## config.mk

```make
export PLATFORM = sky130hd
export DESIGN_NAME = mem_arbiter_flat
export DESIGN_NICKNAME = d
export VERILOG_FILES = /design/src/rtl/mem_arbiter_if.sv /design/src/rtl/mem_arbiter.sv /design/src/flat_wrapper.sv
export SDC_FILE = /design/constraint.sdc
export NUM_CORES = 1
export LEC_CHECK = 0
export CAP_MARGIN = 20
export CORE_MARGIN = 2
export CORE_UTILIZATION = 43
export CTS_CLUSTER_SIZE = 25
export DETAILED_ROUTE_END_ITERATION = 7
export GPL_TIMING_DRIVEN = 0
export PLACE_DENSITY = 0.93
export SYNTH_ARGS = -nofsm -noshare
export SYNTH_HDL_FRONTEND = slang
export SYNTH_SLANG_ARGS = --single-unit
```

## constraint.sdc

```tcl
create_clock -name clk -period 4.7 [get_ports clk]
set_input_delay 0.705 -clock clk [delete_from_list [all_inputs] [get_ports clk]]
set_output_delay 0.705 -clock clk [all_outputs]
set_load 0.01 [all_outputs]
```

## src/rtl/mem_arbiter_if.sv

```systemverilog
// Bundle of fetch, data and memory-controller signals seen by mem_arbiter.
// slave is the arbiter's view; master is the requester/memory side.
interface mem_arbiter_if #(
  parameter int unsigned DATA_W = 32,
  parameter int unsigned ADDR_W = 32
);
  logic              if_req;
  logic [ADDR_W-1:0] if_addr;
  logic [DATA_W-1:0] if_rdata;
  logic              if_valid;
  logic              d_rd;
  logic              d_wr;
  logic [ADDR_W-1:0] d_addr;
  logic [DATA_W-1:0] d_wdata;
  logic [DATA_W-1:0] d_rdata;
  logic              d_valid;
  logic              mem_req;
  logic              mem_we;
  logic [ADDR_W-1:0] mem_addr;
  logic [DATA_W-1:0] mem_wdata;
  logic [DATA_W-1:0] mem_rdata;
  logic              mem_ack;
  logic              if_stall;
  logic              d_stall;
  logic              err;

  modport slave (
    input  if_req, if_addr, d_rd, d_wr, d_addr, d_wdata, mem_rdata, mem_ack,
    output if_rdata, if_valid, d_rdata, d_valid, mem_req, mem_we, mem_addr, mem_wdata,
           if_stall, d_stall, err
  );

  modport master (
    output if_req, if_addr, d_rd, d_wr, d_addr, d_wdata, mem_rdata, mem_ack,
    input  if_rdata, if_valid, d_rdata, d_valid, mem_req, mem_we, mem_addr, mem_wdata,
           if_stall, d_stall, err
  );
endinterface

```

## src/rtl/mem_arbiter.sv

```systemverilog
// Arbitrates instruction fetch and data access onto one single-ported memory controller.
// Define ARB_STARVE_GUARD_EN to bound how long fetch can be starved by back-to-back data.
module mem_arbiter #(
  parameter int unsigned DATA_W       = 32,
  parameter int unsigned ADDR_W       = 32,
  parameter int unsigned STARVE_LIMIT = 4
) (
  input logic           clk,
  input logic           rst,
  mem_arbiter_if.slave  bus
);

  typedef enum logic [1:0] {StIdle, StFetch, StData} state_e;

  state_e            state_q;
  logic              mem_req_q;
  logic              mem_we_q;
  logic [ADDR_W-1:0] mem_addr_q;
  logic [DATA_W-1:0] mem_wdata_q;
  logic [DATA_W-1:0] if_rdata_q;
  logic              if_valid_q;
  logic [DATA_W-1:0] d_rdata_q;
  logic              d_valid_q;
  logic              err_q;

  logic d_pend;
  logic idle_ready;
  logic grant_data;
  logic grant_fetch;

  assign d_pend = bus.d_rd | bus.d_wr;

  // The cycle carrying a valid pulse is the mandatory turnaround: no grant is made in it,
  // so a requester that still holds its request while seeing valid is not re-served.
  assign idle_ready = (state_q == StIdle) & ~if_valid_q & ~d_valid_q;

`ifdef ARB_STARVE_GUARD_EN
  localparam int unsigned CntW = $clog2(STARVE_LIMIT + 2);

  logic [CntW-1:0] starve_cnt_q;
  logic            starved;

  assign starved    = (starve_cnt_q == CntW'(STARVE_LIMIT));
  assign grant_data = idle_ready & d_pend & ~(starved & bus.if_req);

  always_ff @(posedge clk) begin
    if (rst) begin
      starve_cnt_q <= '0;
    end else if (grant_data) begin
      starve_cnt_q <= bus.if_req ? starve_cnt_q + 1'b1 : '0;
    end else if (grant_fetch) begin
      starve_cnt_q <= '0;
    end
  end
`else
  logic unused_starve_limit;

  assign unused_starve_limit = ^STARVE_LIMIT;
  assign grant_data          = idle_ready & d_pend;
`endif

  assign grant_fetch = idle_ready & ~grant_data & bus.if_req;

  always_ff @(posedge clk) begin
    if (rst) begin
      state_q     <= StIdle;
      mem_req_q   <= 1'b0;
      mem_we_q    <= 1'b0;
      mem_addr_q  <= '0;
      mem_wdata_q <= '0;
      if_rdata_q  <= '0;
      if_valid_q  <= 1'b0;
      d_rdata_q   <= '0;
      d_valid_q   <= 1'b0;
      err_q       <= 1'b0;
    end else begin
      if_valid_q <= 1'b0;
      d_valid_q  <= 1'b0;
      if (bus.d_rd & bus.d_wr) begin
        err_q <= 1'b1;
      end
      unique case (state_q)
        StIdle: begin
          // An ack arriving here belongs to no transaction and is dropped.
          if (grant_data) begin
            state_q     <= StData;
            mem_req_q   <= 1'b1;
            mem_we_q    <= bus.d_wr;
            mem_addr_q  <= bus.d_addr;
            mem_wdata_q <= bus.d_wdata;
          end else if (grant_fetch) begin
            state_q    <= StFetch;
            mem_req_q  <= 1'b1;
            mem_we_q   <= 1'b0;
            mem_addr_q <= bus.if_addr;
          end
        end
        StFetch: begin
          if (bus.mem_ack) begin
            state_q    <= StIdle;
            mem_req_q  <= 1'b0;
            mem_we_q   <= 1'b0;
            if_rdata_q <= bus.mem_rdata;
            if_valid_q <= 1'b1;
          end
        end
        StData: begin
          if (bus.mem_ack) begin
            state_q   <= StIdle;
            mem_req_q <= 1'b0;
            mem_we_q  <= 1'b0;
            if (!mem_we_q) begin
              d_rdata_q <= bus.mem_rdata;
            end
            d_valid_q <= 1'b1;
          end
        end
        default: state_q <= StIdle;
      endcase
    end
  end

  assign bus.mem_req   = mem_req_q;
  assign bus.mem_we    = mem_we_q;
  assign bus.mem_addr  = mem_addr_q;
  assign bus.mem_wdata = mem_wdata_q;
  assign bus.if_rdata  = if_rdata_q;
  assign bus.if_valid  = if_valid_q;
  assign bus.d_rdata   = d_rdata_q;
  assign bus.d_valid   = d_valid_q;
  assign bus.err       = err_q;
  assign bus.if_stall  = bus.if_req & ~if_valid_q;
  assign bus.d_stall   = d_pend & ~d_valid_q;

endmodule

```

## src/flat_wrapper.sv

```systemverilog
// flat-port wrapper written by rule: the top's interface ports become plain ports
module mem_arbiter_flat 
#(
  parameter int unsigned DATA_W       = 32,
  parameter int unsigned ADDR_W       = 32,
  parameter int unsigned STARVE_LIMIT = 4
)
  (clk, rst, bus_if_req, bus_if_addr, bus_d_rd, bus_d_wr, bus_d_addr, bus_d_wdata, bus_mem_rdata, bus_mem_ack, bus_if_rdata, bus_if_valid, bus_d_rdata, bus_d_valid, bus_mem_req, bus_mem_we, bus_mem_addr, bus_mem_wdata, bus_if_stall, bus_d_stall, bus_err);
  mem_arbiter_if #(.DATA_W(DATA_W), .ADDR_W(ADDR_W)) bus_i ();
  input logic clk;
  input logic rst;
  input wire logic [$bits(bus_i.if_req)-1:0] bus_if_req;
  input wire logic [$bits(bus_i.if_addr)-1:0] bus_if_addr;
  input wire logic [$bits(bus_i.d_rd)-1:0] bus_d_rd;
  input wire logic [$bits(bus_i.d_wr)-1:0] bus_d_wr;
  input wire logic [$bits(bus_i.d_addr)-1:0] bus_d_addr;
  input wire logic [$bits(bus_i.d_wdata)-1:0] bus_d_wdata;
  input wire logic [$bits(bus_i.mem_rdata)-1:0] bus_mem_rdata;
  input wire logic [$bits(bus_i.mem_ack)-1:0] bus_mem_ack;
  output wire logic [$bits(bus_i.if_rdata)-1:0] bus_if_rdata;
  output wire logic [$bits(bus_i.if_valid)-1:0] bus_if_valid;
  output wire logic [$bits(bus_i.d_rdata)-1:0] bus_d_rdata;
  output wire logic [$bits(bus_i.d_valid)-1:0] bus_d_valid;
  output wire logic [$bits(bus_i.mem_req)-1:0] bus_mem_req;
  output wire logic [$bits(bus_i.mem_we)-1:0] bus_mem_we;
  output wire logic [$bits(bus_i.mem_addr)-1:0] bus_mem_addr;
  output wire logic [$bits(bus_i.mem_wdata)-1:0] bus_mem_wdata;
  output wire logic [$bits(bus_i.if_stall)-1:0] bus_if_stall;
  output wire logic [$bits(bus_i.d_stall)-1:0] bus_d_stall;
  output wire logic [$bits(bus_i.err)-1:0] bus_err;
  assign bus_i.if_req = bus_if_req;
  assign bus_i.if_addr = bus_if_addr;
  assign bus_i.d_rd = bus_d_rd;
  assign bus_i.d_wr = bus_d_wr;
  assign bus_i.d_addr = bus_d_addr;
  assign bus_i.d_wdata = bus_d_wdata;
  assign bus_i.mem_rdata = bus_mem_rdata;
  assign bus_i.mem_ack = bus_mem_ack;
  assign bus_if_rdata = bus_i.if_rdata;
  assign bus_if_valid = bus_i.if_valid;
  assign bus_d_rdata = bus_i.d_rdata;
  assign bus_d_valid = bus_i.d_valid;
  assign bus_mem_req = bus_i.mem_req;
  assign bus_mem_we = bus_i.mem_we;
  assign bus_mem_addr = bus_i.mem_addr;
  assign bus_mem_wdata = bus_i.mem_wdata;
  assign bus_if_stall = bus_i.if_stall;
  assign bus_d_stall = bus_i.d_stall;
  assign bus_err = bus_i.err;
  mem_arbiter #(.DATA_W(DATA_W), .ADDR_W(ADDR_W), .STARVE_LIMIT(STARVE_LIMIT)) u_core (.clk(clk), .rst(rst), .bus(bus_i));
endmodule
```

==> metrics, run 1 <==
status=complete, no violations; CTS tree=yes; unrepaired setup endpoints after global routing=no; DRT antenna net count=0; top-level I/O count=269; antenna cells=0; via count=5570; number of port buffers=266; crit end category=output pin; area delta synth->final=63.08%; Clock Skew=0.007650 ns; Adder-Cell Fraction of Synth Area=0.9266%; register clock-pin slew on the reported worst setup and hold paths=0.05 ns; Buf/Inv on CP=3; clock sink total=135; Post-synth EDFFs=0; drt total wl=17630 um; grt total ovfl=0; Setup-failing EPs final=0; asr flop ratio synth=0%; Final min period=3.165 ns; Yosys cell types=31; fmax=316.0 MHz; max-slew violation count=0; final worst slack=1.535 ns; YS warnings=0; placed insts=1081; power density over cell area=461.7 mW/mm2; Slew Limit Headroom=53.71%; Worst Path Max Fanout=10; top cells by area, synth=dfxtp_1, nand2_1, a21oi_1, a211oi_2, nand3b_1; first-pass GRT wire length=27140 um; Setup TNS Final=0 ns; CP arrival=2.46 ns; nets=1070; crit path from=bus_d_wr; drt pass-1 iters=5; xor-xnor portion of the synthesized cell area=0%; Hold Fails Final Rpt=0; H-Tree Level Count=4; Worst Setup Path Type=in2out; Initial Util=44.60%; largest family of logic cells by synthesized area=simple AND/OR/NAND/NOR gates; First DRT Iteration DRCs=308; post-synthesis mux area share=0.1853%; syn avg cell area=8.348 um2; Die Span Y=116.1 um; area leader, netlist=dfxtp_1; number of core rows=40; Post-CTS Setup Bufs=0; Critical Path Source Type=primary input; clock tree buffer depth=2; Compound-Gate Fraction of Synth Area=20.36%; Core Area=0.01211 mm2; largest net degree at the start of global routing=17; register bit total from synthesis=135; DR WL/cell=15.85 um; Non-Filler Instances=1112; Die Wd=116.1 um; # resized after CTS=0; Tightest Pin Transition=0.6943 ns; CP max stage delay=0.51 ns; start of the worst register-to-register path=u_core.state_q[0]; area share of and/or/nand/nor cells after synthesis=23.88%; fin util=72.73%; vias in the first global route=5410; Post-Place Setup Slack=1.519 ns; layout cells sized above 1=10.70%; Clock Latency Late Sink=0.41 ns; WP data required=3.99 ns; Vias/cell=5.009; CP max stage cell=clkdlybuf4s50_1; hold_buf cts=0; fin crit share=67.34%; worst-path cell chain=clkdlybuf4s50_1 > nor2_1 > clkbuf_1 > nor2_1 > clkdlybuf4s50_1; Yosys top cell area share=50.03%; Hold Path Class=reg2reg; hold path start=u_core.bus.mem_wdata[27]; DP Wirelength=13260 um; register area share after synthesis=50.03%; Post-Synthesis Cell Area=0.005401 mm2; Peak VDD IR=305.6 uV; Clock Tree Root=clkbuf_16; DRC viols=0; cell family with the largest share of critical-path delay=buffers and inverters; number of antenna violations at the first check in global routing=0; maxcap violations=0; cells after synthesis=647; gr usage total=26.14%; Die ar.=0.01347 mm2; RePlAce Congestion=0.8715; Num CTS Buffers=17; Static Leak=3.100 nW; Net Count, Synth=785; main flop type after synthesis=dfxtp_1
==> power breakdown <==
part / total, W / leakage, nW / switching [W] / internal, W
registers: 0.00146 / 1.11 / 0.000118 / 0.00134
clock network: 0.00120 / 0.253 / 0.000464 / 0.000735
logic: 0.00141 / 1.74 / 0.000715 / 0.000691
==> Yosys cell counts (all sizes together) (4+ instances only) <==
cell type	instances
o21ai	33
buf	12
ha	4
nand3b	32
a211oi	34
inv	4
clkbuf	40
nor2	42
a21oi	99
dfxtp	135
nand2	199
==> layout make-up <==
| type | instances | area (um2) |
|---|---|---|
| inverter | 4 | 15.01 |
| tap | 168 | 210.2 |
| fill | 929 | 3303 |
| clock buffer | 23 | 457.9 |
| clock inverter | 8 | 76.32 |
| timing repair buffer | 266 | 2663 |
| buffer | 52 | 234.0 |
| multi-input combinational | 456 | 2450 |
| sequential | 135 | 2703 |
==> stage by stage <==
stage          area, um2  hold WS, ns  power (W)
2_1_floorplan       5401       0.4805   0.002219
6_report            8808       0.4510   0.004067
3_5_place_dp        8274       0.4455   0.002888
4_1_cts             8808       0.4531   0.004104
5_1_grt             8808       0.4721   0.004270
3_3_place_gp        8274       0.4404   0.002855
==> layer usage <==
| metal | global-route usage (%) | vias to the layer above | wire length (um) |
|---|---|---|---|
| li1 | - | 2735 | - |
| met1 | 29.91 | 2579 | 6913 |
| met2 | 44.87 | 208 | 8885 |
| met3 | 7.897 | 48 | 1205 |
| met4 | 12.14 | 0 | 623 |
| met5 | 0 | - | 0 |
==> cells in the final DEF (no fill, tap or decap), drive strengths merged <==
cell type,netlist,layout
nor2b,1,1
a21oi,99,99
clkinv,0,4
o21a,1,1
buf,12,12
o31ai,1,1
a32o,1,1
clkdlybuf4s50,0,266
nand2b,1,1
nand3b,32,32
ha,4,4
clkbuf,40,63
or2,1,1
and2,1,1
nor2,42,42
o21ai,33,33
dfxtp,135,135
clkinvlp,0,3
or3b,1,1
nand4,1,1
inv,4,4
nor3b,1,1
mux2i,1,1
a211oi,34,34
o221ai,1,1
bufinv,0,1
nor3,1,1
nand2,199,199
==> cell families (layout without fill, tap and decap cells) <==
| family | count (synthesis) | after routing |
|---|---|---|
| adders and majority gates | 4 | 4 |
| DFF | 135 | 135 |
| muxes | 1 | 1 |
| buffers and inverters | 56 | 353 |
| and+or+nand+nor | 281 | 281 |
| AOI/OAI and AO/OA | 170 | 170 |
==> tightest hold or removal path: cells and delay by family, from the launching register on <==
kind	cells	cell delay, ns
flip-flops	1	0.30
AND/OR/NAND/NOR	1	0.05
AO/OA/AOI/OAI	1	0.05
==> state kept, by name, summed over array words and instances (netlist names) <==
signal	cells
u_core.bus.d_rdata	32
u_core.bus.if_rdata	32
u_core.bus.mem_addr	32
u_core.bus.mem_wdata	32
u_core.state_q	2
u_core.bus.d_valid	1
u_core.bus.err	1
u_core.bus.if_valid	1
u_core.bus.mem_req	1
u_core.bus.mem_we	1
==> path summary, 6_finish.rpt <==
kind / slack (ns) / cells past startpoint / endpoint
worst max-delay path: 1.54 / 5 / bus_d_stall
worst min-delay path: 0.45 / 2 / u_core.bus.mem_wdata[27]
worst max register to register: 2.69 / 7 / u_core.bus.mem_wdata[29]
worst min register to register: 0.45 / 2 / u_core.bus.mem_wdata[27]
(Power assumes the default switching activity.)
==> inputs of run 2 (changes only) <==
Settings changed: CORE_UTILIZATION 43 to 40, PLACE_DENSITY 0.93 to 0.88.
Clock period 4.7 ns to 3.05 ns, I/O delays scaled along.
==> run 2 against run 1 <==
  * Register-to-register slack got worse by 1.7 ns
  * Sequential share of layout area fell by 0.15 points
  * Clock power rose by 63%
  * Clock-buffer cell count did not move
  * Total power rose by 57%
  * Setup slack got worse by 1.2 ns
  * Die area rose by 7.2%
  * Sequential cell count did not move
  * Sequential power rose by 54%
  * Clock skew rose by 0.0014 ns
  * Global-route usage fell by 2.0 points
  * Critical endpoint unchanged
  * Largest cell class unchanged
==> metrics, run 2 (synthesized netlist as in run 1, its figures left out) <==
Core Area=0.01319 mm2 (was 0.01211 mm2); fin util=67.10% (was 72.73%); WP depth=5 (unchanged); Peak VDD IR=488.1 uV (was 305.6 uV); placed insts=1089 (was 1081); CP max stage cell=clkdlybuf4s50_1 (unchanged); worst-path cell chain=clkdlybuf4s50_1 > nor2_1 > clkbuf_1 > nor2_1 > clkdlybuf4s50_1 (unchanged); cell family with the largest share of critical-path delay=buffers and inverters (unchanged); Reg area=0.002703 mm2 (unchanged); CP max stage delay=0.51 ns (about the same); max-slew violation count=0 (unchanged); First DRT Iteration DRCs=292 (was 308); area of the multi-input gates=0.002450 mm2 (unchanged); r2r worst-path depth=7 (unchanged); Setup TNS Final=0 ns (unchanged); DRT antenna net count=0 (unchanged); Die Span Y=120.2 um (was 116.1 um); most frequent cells in the layout=clkdlybuf4s50_1, nand2_1, dfxtp_1 (unchanged); Min Hold Slack=0.4507 ns (was 0.4510 ns); # resized after CTS=0 (unchanged); Setup-failing EPs final=0 (unchanged); register clock-pin slew on the reported worst setup and hold paths=0.05 ns (about the same); WP data required=2.59 ns (was 3.99 ns); Buf/Inv on CP=3 (unchanged); Final min period=2.743 ns; Non-Filler Instances=1120 (was 1112); CTS tree=yes (unchanged); sw frac=31.62% (was 31.91%); Critical Path Source Type=primary input (unchanged); fin crit share=89.92%; number of port buffers=266 (unchanged); filler cell count=1050 (was 929); H-Tree Level Count=4 (unchanged); Worst Path Max Fanout=10 (unchanged); CP arrival=2.29 ns (was 2.46 ns); grt total ovfl=0 (unchanged); area delta synth->final=63.86% (was 63.08%); unrepaired setup endpoints after global routing=no (unchanged); Clk pwr share=30.7% (was 29.5%); number of core rows=42 (was 40); reg2reg end=u_core.bus.mem_wdata[0] (was u_core.bus.mem_wdata[29]); vias in the first global route=5373 (was 5410); status=complete, no violations (unchanged); drt total wl=17950 um (was 17630 um); drt pass-1 iters=5 (unchanged); Worst Setup Path Type=in2out (unchanged); largest net degree at the start of global routing=17 (unchanged); via count=5629 (was 5570); first-pass GRT wire length=27160 um (was 27140 um); Num CTS Buffers=17 (unchanged); antenna cells=0 (unchanged); r2r setup slk=0.98 ns (was 2.69 ns); combinational cell fraction of total power=34.1% (was 34.6%); crit path from=bus_d_wr (unchanged); Psw=0.002022 W (was 0.001298 W); Clock Skew=0.009015 ns (was 0.007650 ns); Post-CTS Setup Bufs=0 (unchanged); top-level I/O count=269 (unchanged); Hold Path Class=reg2reg (unchanged); hold_buf cts=0 (unchanged); clock tree buffer depth=2 (unchanged); Clock Latency Late Sink=0.41 ns (about the same); Die Wd=120.2 um (was 116.1 um); fmax=364.6 MHz; layout cells sized above 1=10.81% (was 10.70%); Tightest Pin Transition=0.7576 ns (was 0.6943 ns); gr usage total=24.11% (was 26.14%); Vias/cell=5.026 (was 5.009); maxcap violations=0 (unchanged); most common cell after layout, fill and taps aside=clkdlybuf4s50_1 (unchanged); Static Leak=3.120 nW (was 3.100 nW); Pint=0.004373 W (was 0.002769 W); Hold Fails Final Rpt=0 (unchanged); Initial Util=40.95% (was 44.60%); start of the worst register-to-register path=u_core.state_q[0] (unchanged); crit end category=output pin (unchanged); power density over cell area=722.5 mW/mm2 (was 461.7 mW/mm2); DP Wirelength=13170 um (was 13260 um); number of antenna violations at the first check in global routing=0 (unchanged); RePlAce Congestion=0.9151 (was 0.8715); Worst Setup EP=bus_d_stall (unchanged); DR WL/cell=16.02 um (was 15.85 um); Clock Tree Root=clkbuf_16 (unchanged); clock sink total=135 (unchanged); nets=1070 (unchanged); total power=0.006395 W (was 0.004067 W); Die ar.=0.01445 mm2 (was 0.01347 mm2); share of power burned in registers=35.2% (was 35.9%); Slew Limit Headroom=49.49% (was 53.71%); DRC viols=0 (unchanged)
[run 2: power groups by stage]
stage	Clock (W)	Combinational, W	Sequential, W
after floorplan	0	0.00101	0.00241
after global placement	0	0.00214	0.00227
after detailed placement	0	0.00218	0.00228
after CTS	0.00200	0.00219	0.00225
after global routing	0.00209	0.00235	0.00228
final	0.00196	0.00218	0.00225
[run 2: metrics by stage]
stage	cell area, um2	setup slack [ns]
2_1_floorplan	5401	1.373
3_3_place_gp	8284	0.3298
3_5_place_dp	8284	0.3276
4_1_cts	8851	0.3254
5_1_grt	8851	0.1949
6_report	8851	0.3074
[run 2: final cells by class]
class,count,share of cell area [%]
Clock inverter,8,1.117
Clock buffer,23,5.287
Multi-Input combinational cell,456,27.68
Inverter,4,0.1696
Timing Repair Buffer,266,30.08
Buffer,52,2.643
Tap cell,176,2.488
Sequential cell,135,30.53
[run 2: worst reg2reg max path, delay by kind of cell (launching register included)]
family / cells / cell delay [ns]
flip-flops: 1 / 0.34
AND/OR/NAND/NOR: 2 / 0.58
AO/OA/AOI/OAI: 2 / 0.34
buffers and inverters: 2 / 0.39
adder cells (fa/ha/maj): 1 / 0.28
[run 2: worst min-delay path by stage]
stage | from | slack [ns] | cells past startpoint | end
2_1_floorplan | u_core.bus.d_rdata[0] | 0.48 | 2 | u_core.bus.d_rdata[0]
3_3_place_gp | u_core.bus.d_rdata[26] | 0.44 | 2 | u_core.bus.d_rdata[26]
3_5_place_dp | u_core.bus.mem_wdata[9] | 0.45 | 2 | u_core.bus.mem_wdata[9]
4_1_cts | u_core.bus.d_rdata[2] | 0.45 | 2 | u_core.bus.d_rdata[2]
5_1_grt | u_core.bus.if_rdata[25] | 0.47 | 2 | u_core.bus.if_rdata[25]
6_report | u_core.bus.d_rdata[2] | 0.45 | 2 | u_core.bus.d_rdata[2]
[run 2: routing by layer]
metal	global-route usage, %	share of wire (%)	wire length (um)
met1	28.52	41	7287
met2	40.52	49	8800
met3	6.792	7.3	1302
met4	11.10	3.1	554
met5	0	0	0
==> inputs of run 3 (changes only) <==
Settings changed: RECOVER_POWER from default to 50.
==> run 3 against run 2 <==
  * Fmax increased by 0.63%
  * Hold slack lost 0.0034 ns
  * Wire length is 0.41% lower
  * Sequential share of layout area unchanged
  * Sequential power about the same
  * Clock skew barely moved
  * Combinational power is 4% lower
  * Global-route usage stayed put
  * Cell count did not move
  * Sequential cell count unchanged
  * Non-clock buffer count unchanged
  * Critical endpoint unchanged
  * Largest cell class unchanged
==> metrics, run 3 (synthesized netlist as in run 1, its figures left out) <==
maxcap violations=0 (unchanged); First DRT Iteration DRCs=311 (was 292); clock tree buffer depth=2 (unchanged); nets=1070 (unchanged); Area after DPL=0.008284 mm2 (unchanged); CP arrival=2.27 ns (was 2.29 ns); final non-filler cell area=0.008851 mm2 (unchanged); clock sink total=135 (unchanged); Worst Path Max Fanout=10 (unchanged); Vias/cell=5.007 (was 5.026); RePlAce Congestion=0.9151 (unchanged); vias in the first global route=5373 (unchanged); CP max stage cell=clkdlybuf4s50_1 (unchanged); Hold Fails Final Rpt=0 (unchanged); Reg area=0.002703 mm2 (unchanged); antenna cells=0 (unchanged); CTS tree=yes (unchanged); unrepaired setup endpoints after global routing=no (unchanged); worst-path cell chain=clkdlybuf4s50_1 > nor2_1 > clkbuf_1 > nor2_1 > clkdlybuf4s50_1 (unchanged); most common cell after layout, fill and taps aside=nand2_1 (was clkdlybuf4s50_1); crit end category=output pin (unchanged); Setup TNS Final=0 ns (unchanged); Clock Latency Late Sink=0.41 ns (about the same); number of core rows=42 (unchanged); Static Leak=3.444 nW (was 3.120 nW); Final min period=2.726 ns (was 2.743 ns); Initial Util=40.95% (unchanged); filler cell count=1050 (unchanged); DR WL/cell=15.96 um (was 16.02 um); Critical Path Source Type=primary input (unchanged); largest net degree at the start of global routing=17 (unchanged); most frequent cells in the layout=nand2_1, clkdlybuf4s50_1, dfxtp_1 (was clkdlybuf4s50_1, nand2_1, dfxtp_1); Slew Limit Headroom=50.62% (was 49.49%); Post-CTS Setup Bufs=0 (unchanged); max-slew violation count=0 (unchanged); Die ar.=0.01445 mm2 (unchanged); Buf/Inv on CP=3 (unchanged); drt pass-1 iters=5 (unchanged); CP max stage delay=0.51 ns (about the same); Setup-failing EPs final=0 (unchanged); gr usage total=24.11% (unchanged); first-pass GRT wire length=27160 um (unchanged); Core Area=0.01319 mm2 (unchanged); Num CTS Buffers=17 (unchanged); area of the multi-input gates=0.002450 mm2 (unchanged); layout cells sized above 1=10.81% (unchanged); Clock Tree Root=clkbuf_16 (unchanged); hold_buf cts=0 (unchanged); status=complete, no violations (unchanged); DP Wirelength=13170 um (unchanged); WP data required=2.59 ns (about the same); # resized after CTS=0 (unchanged); Worst Setup Path Type=in2out (unchanged); Die Wd=120.2 um (unchanged); power density over cell area=712.3 mW/mm2 (was 722.5 mW/mm2); Tightest Pin Transition=0.7407 ns (was 0.7576 ns); fin crit share=89.36% (was 89.92%); drt total wl=17870 um (was 17950 um); cell family with the largest share of critical-path delay=buffers and inverters (unchanged); Peak VDD IR=484.1 uV (was 488.1 uV); Hold Path Class=reg2reg (unchanged); area delta synth->final=63.86% (unchanged); number of antenna violations at the first check in global routing=0 (unchanged); via count=5608 (was 5629); grt total ovfl=0 (unchanged); DRC viols=0 (unchanged); top-level I/O count=269 (unchanged); H-Tree Level Count=4 (unchanged); Die Span Y=120.2 um (unchanged); DRT antenna net count=0 (unchanged); fmax=366.9 MHz (was 364.6 MHz); register clock-pin slew on the reported worst setup and hold paths=0.05 ns (about the same); number of port buffers=266 (unchanged); Clock Skew=0.008784 ns (was 0.009015 ns)
[run 3: cell count changes in the layout (fill, tap and decap cells not counted), sizes merged]
cell,before,now
buf,12,11
clkdlybuf4s50,266,154
clkbuf,63,64
dlygate4sd3,0,112
[run 3: layout make-up]
cell class	count	area share (%)
Buffer	52	2.643
Tap cell	176	2.488
Inverter	4	0.1696
Clock inverter	8	1.117
Clock buffer	23	5.287
Sequential cell	135	30.53
Timing Repair Buffer	266	30.08
Multi-Input combinational cell	456	27.68
[run 3: worst reg2reg max path: stages (launching register included)]
cell,delay [ns]
dfxtp_1,0.34
inv_1,0.09
ha_1,0.28
nor3b_2,0.44
o21ai_1,0.27
clkbuf_1,0.29
nand2_1,0.13
a21oi_1,0.08
[run 3: metal layers]
| layer | global-route usage [%] | vias to the layer above | wire length, um |
|---|---|---|---|
| li1 | - | 2739 | - |
| met1 | 28.52 | 2623 | 7270 |
| met2 | 40.52 | 208 | 8744 |
| met3 | 6.792 | 38 | 1286 |
| met4 | 11.10 | 0 | 570 |
| met5 | 0 | - | 0 |
[run 3: per-stage QoR]
stage | utilization, % | hold WS (ns) | total power (W) | std cells | setup WS, ns
finish | 67.10 | 0.4473 | 0.006305 | 1120 | 0.3245
global route | 67.10 | 0.4635 | 0.006625 | 1120 | 0.1949
CTS | 67.10 | 0.4531 | 0.006447 | 1120 | 0.3254
detailed placement | 62.81 | 0.4459 | 0.004456 | 1089 | 0.3276
global placement | 62.81 | 0.4407 | 0.004407 | 1089 | 0.3298
floorplan | - | 0.4805 | 0.003419 | 647 | 1.373
[run 3: worst paths after layout]
check / startpoint / to / slack (ns) / cells after the start
max: bus_d_wr / bus_d_stall / 0.32 / 5
min: u_core.bus.if_rdata[2] / u_core.bus.if_rdata[2] / 0.45 / 2
max reg2reg: u_core.state_q[0] / u_core.bus.mem_wdata[13] / 0.99 / 7
min reg2reg: u_core.bus.if_rdata[2] / u_core.bus.if_rdata[2] / 0.45 / 2
[run 3: power by group]
group          total (W)  leakage [nW]  switching, W  internal (W)
clock            0.00197         0.273      0.000728       0.00124
combinational    0.00210          2.06       0.00111      0.000985
sequential       0.00224          1.11      0.000170       0.00207
